## config.mk

```make
export PLATFORM = sky130hd
export DESIGN_NAME = gpio_intr_ctrl
export DESIGN_NICKNAME = d
export VERILOG_FILES = /design/src/rtl/gpio_intr_ctrl.sv
export SDC_FILE = /design/constraint.sdc
export NUM_CORES = 1
export LEC_CHECK = 0
export CORE_ASPECT_RATIO = 1.75
export CORE_MARGIN = 2
export CORE_UTILIZATION = 45
export DETAILED_ROUTE_END_ITERATION = 7
export PLACE_DENSITY = 0.71
export REMOVE_ABC_BUFFERS = 1
export SLEW_MARGIN = 20
export SYNTH_ARGS = -nofsm -noshare
export SYNTH_HDL_FRONTEND = slang
export SYNTH_SLANG_ARGS = --single-unit
```

## constraint.sdc

```tcl
create_clock -name clk -period 2.7 [get_ports clk]
set_clock_uncertainty 0.1 [all_clocks]
set_input_delay 0.405 -clock clk [delete_from_list [all_inputs] [get_ports clk]]
set_output_delay 0.405 -clock clk [all_outputs]
set_load 0.01 [all_outputs]
```

## src/rtl/gpio_intr_ctrl.sv

```systemverilog
// GPIO interrupt controller: synchronizes up to two input channels, latches
// change events into a toggle-on-write ISR and raises a gated level interrupt.
module gpio_intr_ctrl #(
    parameter int C_GPIO_WIDTH  = 32,
    parameter int C_GPIO2_WIDTH = 32,
    parameter int C_IS_DUAL     = 1
) (
    input  logic                     clk,
    input  logic                     rst,
    input  logic [C_GPIO_WIDTH-1:0]  gpio_io_i,
    input  logic [C_GPIO2_WIDTH-1:0] gpio2_io_i,
    input  logic                     reg_req,
    input  logic                     reg_we,
    input  logic [1:0]               reg_addr,
    input  logic [31:0]              reg_wdata,
    output logic                     reg_ack,
    output logic [31:0]              reg_rdata,
    output logic                     ip2intc_irpt
);

    typedef enum logic [1:0] {
        ST_IDLE = 2'd0,
        ST_ACK  = 2'd1,
        ST_WAIT = 2'd2
    } state_t;

    localparam logic [1:0] C_ISR_MASK = (C_IS_DUAL != 0) ? 2'b11 : 2'b01;

    state_t                   r_state;
    state_t                   w_state_nxt;
    logic [C_GPIO_WIDTH-1:0]  r_s1_1, r_s2_1, r_prev_1;
    logic [C_GPIO2_WIDTH-1:0] r_s1_2, r_s2_2, r_prev_2;
    logic [1:0]               r_arm;
    logic                     r_gier;
    logic [1:0]               r_ier;
    logic [1:0]               r_isr;
    logic                     r_ack;
    logic [31:0]              r_rdata;
    logic                     r_irq;

    logic                     w_armed;
    logic                     w_access;
    logic                     w_wr;
    logic [1:0]               w_evt;
    logic [1:0]               w_isr_nxt;
    logic [31:0]              w_data1;
    logic [31:0]              w_rd;
    logic                     w_unused;

    assign w_armed  = (r_arm == 2'd3);
    assign w_access = (r_state == ST_IDLE) && reg_req;
    assign w_wr     = w_access && reg_we;
    assign w_unused = &{1'b0, reg_wdata[30:2]};

    assign w_evt[0] = w_armed && (r_s2_1 != r_prev_1);
    assign w_evt[1] = w_armed && (r_s2_2 != r_prev_2) && (C_IS_DUAL != 0);

    // Access handshake: one ACK per request, then wait for the request to drop.
    always_comb begin
        w_state_nxt = r_state;
        case (r_state)
            ST_IDLE: begin
                if (reg_req) begin
                    w_state_nxt = ST_ACK;
                end else begin
                    w_state_nxt = ST_IDLE;
                end
            end
            ST_ACK:  w_state_nxt = ST_WAIT;
            ST_WAIT: begin
                if (!reg_req) begin
                    w_state_nxt = ST_IDLE;
                end else begin
                    w_state_nxt = ST_WAIT;
                end
            end
            default: w_state_nxt = ST_IDLE;
        endcase
    end

    // A hardware event is OR-ed in after the toggle so it always wins.
    always_comb begin
        w_isr_nxt = r_isr;
        if (w_wr && (reg_addr == 2'd2)) begin
            w_isr_nxt = r_isr ^ reg_wdata[1:0];
        end else begin
            w_isr_nxt = r_isr;
        end
        w_isr_nxt = (w_isr_nxt | w_evt) & C_ISR_MASK;
    end

    // Register read mux; DATA1 is the synchronized channel-1 level.
    always_comb begin
        w_data1                    = 32'h0;
        w_data1[C_GPIO_WIDTH-1:0]  = r_s2_1;
        case (reg_addr)
            2'd0:    w_rd = {r_gier, 31'h0};
            2'd1:    w_rd = {30'h0, r_ier};
            2'd2:    w_rd = {30'h0, r_isr};
            2'd3:    w_rd = w_data1;
            default: w_rd = 32'h0;
        endcase
    end

    // All state, with reset taking priority over every other update.
    always_ff @(posedge clk) begin
        if (rst) begin
            r_state  <= ST_IDLE;
            r_s1_1   <= '0;
            r_s2_1   <= '0;
            r_prev_1 <= '0;
            r_s1_2   <= '0;
            r_s2_2   <= '0;
            r_prev_2 <= '0;
            r_arm    <= 2'd0;
            r_gier   <= 1'b0;
            r_ier    <= 2'b00;
            r_isr    <= 2'b00;
            r_ack    <= 1'b0;
            r_rdata  <= 32'h0;
            r_irq    <= 1'b0;
        end else begin
            r_state  <= w_state_nxt;
            r_s1_1   <= gpio_io_i;
            r_s2_1   <= r_s1_1;
            r_prev_1 <= r_s2_1;
            r_s1_2   <= gpio2_io_i;
            r_s2_2   <= r_s1_2;
            r_prev_2 <= r_s2_2;
            if (!w_armed) begin
                r_arm <= r_arm + 2'd1;
            end else begin
                r_arm <= r_arm;
            end
            if (w_wr && (reg_addr == 2'd0)) begin
                r_gier <= reg_wdata[31];
            end else begin
                r_gier <= r_gier;
            end
            if (w_wr && (reg_addr == 2'd1)) begin
                r_ier <= reg_wdata[1:0] & C_ISR_MASK;
            end else begin
                r_ier <= r_ier;
            end
            r_isr   <= w_isr_nxt;
            r_ack   <= w_access;
            r_rdata <= w_access ? w_rd : 32'h0;
            r_irq   <= r_gier & (|(r_isr & r_ier));
        end
    end

    assign reg_ack      = r_ack;
    assign reg_rdata    = r_rdata;
    assign ip2intc_irpt = r_irq;

endmodule
```

# --- Word level (Yosys, flattened, before mapping) ---
# Index checks and enable logic that the tools add are counted.
totals:
  ff_bits: 235
  in_bits: 102
  elab_cells: 44
op_classes:
  n_addsub: 1
  eq_ne: 8
  muxes: 5
  n_bitwise: 5
  reduce_logical: 11
op_table:
  columns: ["cell", "count"]
  rows:
  - ["32-bit case mux with 4 select lines", 1]
  - ["32-bit != test", 2]
  - ["2-bit equality test (second input constant)", 4]
  - ["1-bit logical AND", 7]
  - ["2-bit case mux with 3 select lines", 1]
  - ["2-bit by 1-bit equality test with 1-bit output (second input constant)", 2]
  - ["2-bit zero test", 2]
  - ["2-bit two-way mux", 2]
  - ["2-bit OR reduction", 2]
  - ["2-bit by 1-bit adder with 2-bit output (second input constant)", 1]
  - ["2-bit bitwise AND", 1]
  - ["2-bit OR", 1]
  - ["2-bit bitwise XOR", 1]
  - ["1-bit bitwise AND", 1]
  - ["1-bit two-way mux", 1]
  - ["1-bit NOT", 1]

# --- Depth between registers and ports, before layout ---
# Gate-level depths: netlist (run 1).
depth:
  ltp_word: 6
  depth_mapped: 7

# --- Least setup slack after synthesis (run 1) ---
# Ideal clock, no wire load.
synth_path:
  path_kind: "input-to-reg"
  start: "input port reg_req"
  end: "register r_rdata[21] (netlist: reg_rdata[21])"
  setup_ps: 115
  t_arrival_ps: 1219
  t_required_ps: 2485
  slack_ps: 1266
  path_stages: 7
  path_buffers: 2
  cell_sequence: "nor3b_4 > nand2b_2 > inv_2 > and3_4 > buf_6 > buf_6 > and2_1"
synth_via:
  elab_chain_cells: 3
synth_lines:
  columns: ["element", "line_no", "source"]
  rows:
  - ["start, declared", "12", "input logic reg_req,"]
  - ["1-bit logical AND", "51", "assign w_access = (r_state == ST_IDLE) && reg_req;"]
  - ["1-bit NOT (no source line)", null, null]
  - ["2-bit OR reduction (no source line)", null, null]
  - ["end signal, assigned", "147", "r_rdata <= w_access ? w_rd : 32'h0;"]
  - ["end, declared", "38", "logic [31:0] r_rdata;"]
# Every way passes these cells.
# A chain may end at the register's enable or synchronous reset.

# --- Worst setup path in the final report (run 1) ---
layout_path:
  start: "register r_rdata[17] (netlist: reg_rdata[17])"
  end: "output port reg_rdata[17]"
layout_lines:
  columns: ["element", "line_no", "source"]
  rows:
  - ["end, declared", "17", "output logic [31:0] reg_rdata,"]
# No word-level cell between the ends.

==> metrics.md, run 1 <==
| Metric | Value |
|---|---|
| Sequential element share of the synthesized area | `65.4%` |
| Hold buffer count at CTS | `0` |
| Root Driver | `clkbuf_16` |
| Nets | `818` |
| Total clock sinks | `235` |
| Ys Warns | `0` |
| Crit. End Element | `output pin` |
| First-pass GRT wire length | `17800 um` |
| Buf+Inv Stages, Crit Path | `1` |
| Largest net degree at the start of global routing | `92` |
| Status | `complete, no violations` |
| I/O pins | `136` |
| Routed WL per cell | `11.9 um` |
| Max-slew headroom | `64.2%` |
| Synth unique cells | `29` |
| Die footprint | `17100 um^2` |
| Post-Syn Area | `7190 um^2` |
| R2r setup slk | `1.12 ns` |
| HPWL after DPL | `7350 um` |
| Pre-CTS setup slack | `0.584 ns` |
| Top Metal Used | `met4` |
| Routed wire length | `10900 um` |
| Unrepaired setup endpoints after global routing | `no` |
| CP endpoint | `reg_rdata[17]` |
| Number of cell rows | `61` |
| DR vias/cell | `4.45` |
| Design area | `9070 um^2` |
| Hold Vio Cnt, Final | `0` |
| DRC viols | `0` |
| Multi-input logic area | `2370 um^2` |
| Die Ht | `171 um` |
| Core area | `15800 um^2` |
| Critical Path Fanout Max | `1` |
| Crit path largest cell delay | `0.54 ns` |
| FF-to-FF path depth | `5` |
| CP Class | `register to output pin` |
| PnR worst setup slack | `0.824 ns` |
| RR Startpoint | `r_s2_1[26]$_SDFF_PP0_` |
| Initial antenna violation count | `0` |
| Power per cell area | `758 nW/um^2` |
| WHS | `0.199 ns` |
| Fraction of layout instances using a drive strength above 1 | `5.64%` |
| Most frequent cells in the layout | `235 x dfxtp_1, 193 x nor2b_1, 105 x clkdlybuf4s50_1, 67 x xor2_1, 29 x and2_1` |
| Least-Margin Pin Slew | `0.537 ns` |
| Slew Viols, Final | `0` |
| Global route total overflow | `0` |
| Post-CTS Setup Bufs | `0` |
| Clock buffer depth | `3` |
| VDD IR-drop max | `367 uV` |
| Final antenna-violating net count | `0` |
| Crit path arrival time | `1.37 ns` |
| Placed cell area | `8410 um^2` |
| Worst-skew pair later-pin latency | `0.48 ns` |
| P&R area growth vs syn | `26.1%` |
| Yosys reg bits | `235` |
| Gr usage total | `12.7%` |
| Commonest non-fill, non-tap cell in the layout | `dfxtp_1` |
| Initial DRC Count | `74` |
| Fillers | `1367` |
| Via count | `4078` |
| WL met2 | `5920 um` |
| Crit path depth | `1` |
| Crit. Startpoint | `reg_rdata[17]$_SDFF_PP0_` |
| # H-tree levels | `1` |
| Cells after Synth | `610` |
| Mapped Avg Cell Area | `11.8 um^2` |
| Critical-path cell list | `clkdlybuf4s50_1` |
| Final setup vio count | `0` |
| Setup TNS | `0 ns` |
| Total power draw | `6880 uW` |
| Crit-path leading delay family | `buffers and inverters` |
| Die W | `99.6 um` |
| Initial Util | `45.5%` |
| Clock transition at path regs | `0.06 ns` |
| Sequential cell area | `4700 um^2` |
| Critical Path RT | `2.19 ns` |
| Tmin final | `1.88 ns` |
| Max Clk Rate | `0.533 GHz` |
| I/O Buffers | `106` |
| Vias in the first global route | `3976` |
| Leak pwr | `0.00386 uW` |
| Part of the cycle the worst path needs | `69.5%` |
| # resized after CTS | `0` |
| Drt first pass iters | `5` |
| Hold Path Class | `input port to register` |
| Antenna cells | `0` |
| R2r endpoint | `r_isr[0]$_SDFF_PP0_` |
| Global placer's final weighted congestion | `0.734` |
| Met1 Wirelength | `4210 um` |
| Startpoint Class | `register` |
| Max stage delay cell, worst path | `clkdlybuf4s50_1` |
| TritonCTS Buffers | `21` |
| Max_cap viols | `0` |
| TritonCTS clock tree | `done` |
| Wire length on met3 | `492 um` |
==> synth_stat cells, drive strengths merged <==
library cell | count | area [um^2]
a21oi | 2 | 10.0
a22oi | 3 | 22.5
and2 | 29 | 181
and3 | 2 | 17.5
and3b | 1 | 8.76
buf | 2 | 22.5
clkbuf | 24 | 91.3
dfxtp | 235 | 4700
ha | 1 | 12.5
inv | 2 | 7.50
mux2 | 2 | 22.5
mux2i | 4 | 40.0
nand2 | 1 | 3.75
nand2b | 3 | 21.3
nand3 | 3 | 15.0
nand3b | 1 | 7.51
nand4 | 4 | 25.0
nand4b | 1 | 8.76
nor2 | 10 | 37.5
nor2b | 193 | 1210
nor3b | 2 | 26.3
nor4 | 16 | 100
o22ai | 2 | 12.5
xor2 | 67 | 587
==> through the flow <==
stage	std cells	utilization (%)
2_1_floorplan	584	-
3_3_place_gp	881	53.2
3_5_place_dp	881	53.2
4_1_cts	916	57.4
5_1_grt	916	57.4
6_report	916	57.4
==> worst reg2reg max path: stages (launching register included) <==
cell     delay [ns]
dfxtp_1        0.33
xor2_1         0.16
nor4_1         0.42
nand4_1        0.23
nor2_1         0.15
o22ai_1        0.07
==> where the power goes <==
| part | switching [uW] | internal [uW] |
|---|---|---|
| sequential | 59.2 | 3600 |
| combinational | 138 | 220 |
| clock | 1180 | 1680 |
==> routing by layer <==
layer | up-vias | GRT usage (%)
li1 | 2102 | -
met1 | 1869 | 13.4
met2 | 88 | 24.6
met3 | 19 | 2.36
met4 | 0 | 4.82
met5 | - | 0
==> worst min path at each step <==
stage,start,endpoint,slack (ns),depth (start not counted)
final,rst,r_s1_1[29]$_SDFF_PP0_,0.20,2
after global routing,rst,r_prev_2[28]$_SDFF_PP0_,0.21,2
after CTS,rst,r_s1_1[26]$_SDFF_PP0_,0.19,2
after detailed placement,r_s1_1[5]$_SDFF_PP0_,r_s2_1[5]$_SDFF_PP0_,0.32,1
after global placement,r_s1_2[21]$_SDFF_PP0_,r_s2_2[21]$_SDFF_PP0_,0.32,1
after floorplan,r_s1_1[0]$_SDFF_PP0_,r_s2_1[0]$_SDFF_PP0_,0.31,1
==> registers in the layout, indices dropped and copies added (netlist names) <==
| signal | flops |
|---|---|
| r_gier | 1 |
| r_s1_2 | 32 |
| r_s2_1 | 32 |
| r_ier | 2 |
| r_prev_1 | 32 |
| ip2intc_irpt | 1 |
| r_isr | 2 |
| reg_ack | 1 |
| r_s2_2 | 32 |
| r_s1_1 | 32 |
| r_prev_2 | 32 |
| r_arm | 2 |
| reg_rdata | 32 |
| r_state | 2 |
==> area by class of cell <==
cell class	count	area share (%)
repair buffers	108	12.0
multi-input cells	347	26.1
clock buffers	26	6.22
clock inverters	9	1.13
well taps	189	2.61
flip-flops and latches	235	51.9
inverters	2	0.0827
==> cell families (layout without fill, tap and decap cells) <==
family / after synthesis / count (layout) / synth area share [%]
flops: 235 / 235 / 65.4
fa+ha+maj: 1 / 1 / 0.174
xor+xnor: 67 / 67 / 8.16
buf+inv: 28 / 145 / 1.69
mux: 6 / 6 / 0.870
compound gates: 7 / 7 / 0.626
simple gates: 266 / 266 / 23.1
No activity file was read; power rests on OpenSTA's default activity.
==> inputs of run 2 (changes only) <==
PLACE_DENSITY = 0.73   (was 0.71)
clock period = 1.6 ns   (was 2.7 ns; I/O delays follow)
==> run 2 against run 1 <==
Compared with the run above: sequential share of layout area hardly changed; largest cell class unchanged; routed wire length increased by 0.32%; register-to-register slack worse by 1.1 ns; sequential power increased by 69%; setup slack lost 0.75 ns; design area increased by 0.11%; critical path depth up 5; global-route usage is essentially flat; non-clock buffer count rose by 4.
==> metrics.md, run 2 (same netlist as run 1, synthesis figures left out) <==
| Metric | Value |
|---|---|
| Largest net degree at the start of global routing | `106` |
| R2r endpoint | `r_isr[1]$_SDFF_PP0_` |
| Placed cell area | `8440 um^2` |
| Critical Path RT | `1.85 ns` |
| Nets | `821` |
| I/O pins | `136` |
| Clock transition at path regs | `0.07 ns` |
| Max-slew headroom | `71.7%` |
| Die W | `99.6 um` |
| R2r setup slk | `0.07 ns` |
| Max_cap viols | `0` |
| HPWL after DPL | `7610 um` |
| Placed cells | `884` |
| Vias in the first global route | `4054` |
| Gate power share | `5.5%` |
| DR vias/cell | `4.44` |
| Root Driver | `clkbuf_16` |
| Total clock sinks | `235` |
| DRC viols | `0` |
| Initial antenna violation count | `0` |
| Crit. End Element | `register` |
| Part of the cycle the worst path needs | `95.6%` |
| I/O Buffers | `106` |
| Most frequent cells in the layout | `233 x dfxtp_1, 193 x nor2b_1, 71 x clkdlybuf4s50_1, 67 x xor2_1, 34 x dlygate4sd2_1` |
| Die Ht | `171 um` |
| Final core occ | `57.5%` |
| Crit-path leading delay family | `simple AND/OR/NAND/NOR gates` |
| Initial DRC Count | `68` |
| Seq pwr share | `53.8%` |
| Buf+Inv Stages, Crit Path | `1` |
| Slew Viols, Final | `0` |
| Final instance count without filler cells | `921` |
| Final setup vio count | `0` |
| Global placer's final weighted congestion | `0.780` |
| Via count | `4091` |
| Worst-skew pair later-pin latency | `0.48 ns` |
| Number of cell rows | `61` |
| RR Startpoint | `r_prev_2[24]$_SDFF_PP0_` |
| Clock power share | `40.7%` |
| Status | `complete, no violations` |
| Fillers | `1322` |
| Drt first pass iters | `4` |
| Fraction of layout instances using a drive strength above 1 | `6.69%` |
| Switching Share | `20.0%` |
| FF-to-FF path depth | `6` |
| Tmin final | `1.53 ns` |
| Min-Delay Startpoint | `gpio2_io_i[13]` |
| Gr usage total | `12.7%` |
| First-pass GRT wire length | `17600 um` |
| Hold Path End | `r_s1_2[13]$_SDFF_PP0_` |
| Critical Path Fanout Max | `1` |
| TritonCTS Buffers | `20` |
| Initial Util | `45.5%` |
| Routed wire length | `10900 um` |
| Core area | `15800 um^2` |
| Unrepaired setup endpoints after global routing | `yes` |
| Global route total overflow | `0` |
| Final antenna-violating net count | `0` |
| Commonest non-fill, non-tap cell in the layout | `dfxtp_1` |
| Design area | `9080 um^2` |
| Crit path arrival time | `1.78 ns` |
| Die footprint | `17100 um^2` |
| Min-Delay Path Depth | `2` |
| P&R area growth vs syn | `26.3%` |
| Routed WL per cell | `11.9 um` |
| Leak pwr | `0.00404 uW` |
| Hold Path Class | `input port to register` |
| Hold Vio Cnt, Final | `0` |
| CP Class | `register to register` |
| Internal power | `9170 uW` |
| # H-tree levels | `1` |
| Critical-path cell list | `xor2_1 > nor4_2 > buf_4 > nand4_1 > nor2_2 > o22ai_1` |
| VDD IR-drop max | `1120 uV` |
| Antenna cells | `0` |
| Max Clk Rate | `0.653 GHz` |
| Psw | `2290 uW` |
| Power per cell area | `1260 nW/um^2` |
| Crit path largest cell delay | `0.32 ns` |
| Least-Margin Pin Slew | `0.424 ns` |
| Max stage delay cell, worst path | `dfxtp_2` |
| TritonCTS clock tree | `done` |
| Startpoint Class | `register` |
| Clock buffer depth | `3` |
run 2: cell types whose count changed in the layout (fill, tap and decap cells not counted), sizes merged:
cell           previous run  this run
buf                       3         6
clkinv                    5         4
clkdlybuf4s50           105        71
bufinv                    2         1
clkbuf                   26        29
dlygate4sd3               0         1
clkinvlp                  0         2
inv                       4         2
dlygate4sd2               0        34
run 2: timing repair:
| item | CTS | global route |
|---|---|---|
| pin swaps | 3 | 1 |
| hold buffers | 1 | 0 |
| resized for setup | 38 | 2 |
| endpoints found under the hold margin | 1 | 0 |
| setup endpoints to repair | 35 | 2 |
| setup buffers | 0 | 0 |
| gates cloned | 0 | 0 |
run 2: worst max path at each step:
stage / cells after the start / startpoint / slack [ns] / end
2_1_floorplan: 5 / r_state[1]$_SDFF_PP0_ / 0.33 / reg_rdata[10]$_SDFF_PP0_
4_1_cts: 6 / r_prev_2[25]$_SDFF_PP0_ / 0.0007 / r_isr[1]$_SDFF_PP0_
5_1_grt: 6 / r_prev_2[24]$_SDFF_PP0_ / -0.04 / r_isr[1]$_SDFF_PP0_
6_report: 6 / r_prev_2[24]$_SDFF_PP0_ / 0.07 / r_isr[1]$_SDFF_PP0_
3_5_place_dp: 6 / reg_req / -0.24 / reg_rdata[29]$_SDFF_PP0_
3_3_place_gp: 6 / reg_req / -0.21 / reg_rdata[20]$_SDFF_PP0_
run 2: area by class of cell:
| class | instances | area [um^2] | area share (%) |
|---|---|---|---|
| inverter | 2 | 7.51 | 0.0827 |
| timing repair buffer | 112 | 1090 | 12.0 |
| clock inverter | 7 | 65.1 | 0.716 |
| clock buffer | 29 | 586 | 6.45 |
| tap | 189 | 236 | 2.60 |
| multi-input combinational | 347 | 2390 | 26.3 |
| sequential | 235 | 4710 | 51.8 |
run 2: metal layers:
layer | wire length, um | vias up | global-route usage, %
li1 | - | 2115 | -
met1 | 4010 | 1870 | 12.2
met2 | 6080 | 81 | 25.5
met3 | 465 | 25 | 2.32
met4 | 359 | 0 | 5.78
met5 | 0 | - | 0
run 2: power by group through the flow:
stage / clock network (uW) / logic [uW] / registers, uW
5_1_grt: 5030 / 695 / 6190
3_5_place_dp: 0 / 631 / 6310
3_3_place_gp: 0 / 610 / 6290
6_report: 4670 / 625 / 6170
2_1_floorplan: 0 / 288 / 6280
4_1_cts: 4830 / 638 / 6170
run 2: metrics by stage:
| stage | worst slack [ns] | total power, uW | setup TNS [ns] | hold slack (ns) |
|---|---|---|---|---|
| after global routing | -0.0445 | 11900 | -0.0445 | 0.192 |
| after CTS | 0.000651 | 11600 | 0 | 0.192 |
| final | 0.0696 | 11500 | 0 | 0.212 |
| after global placement | -0.206 | 6900 | -6.45 | 0.316 |
| after floorplan | 0.326 | 6570 | 0 | 0.209 |
| after detailed placement | -0.243 | 6940 | -7.29 | 0.320 |
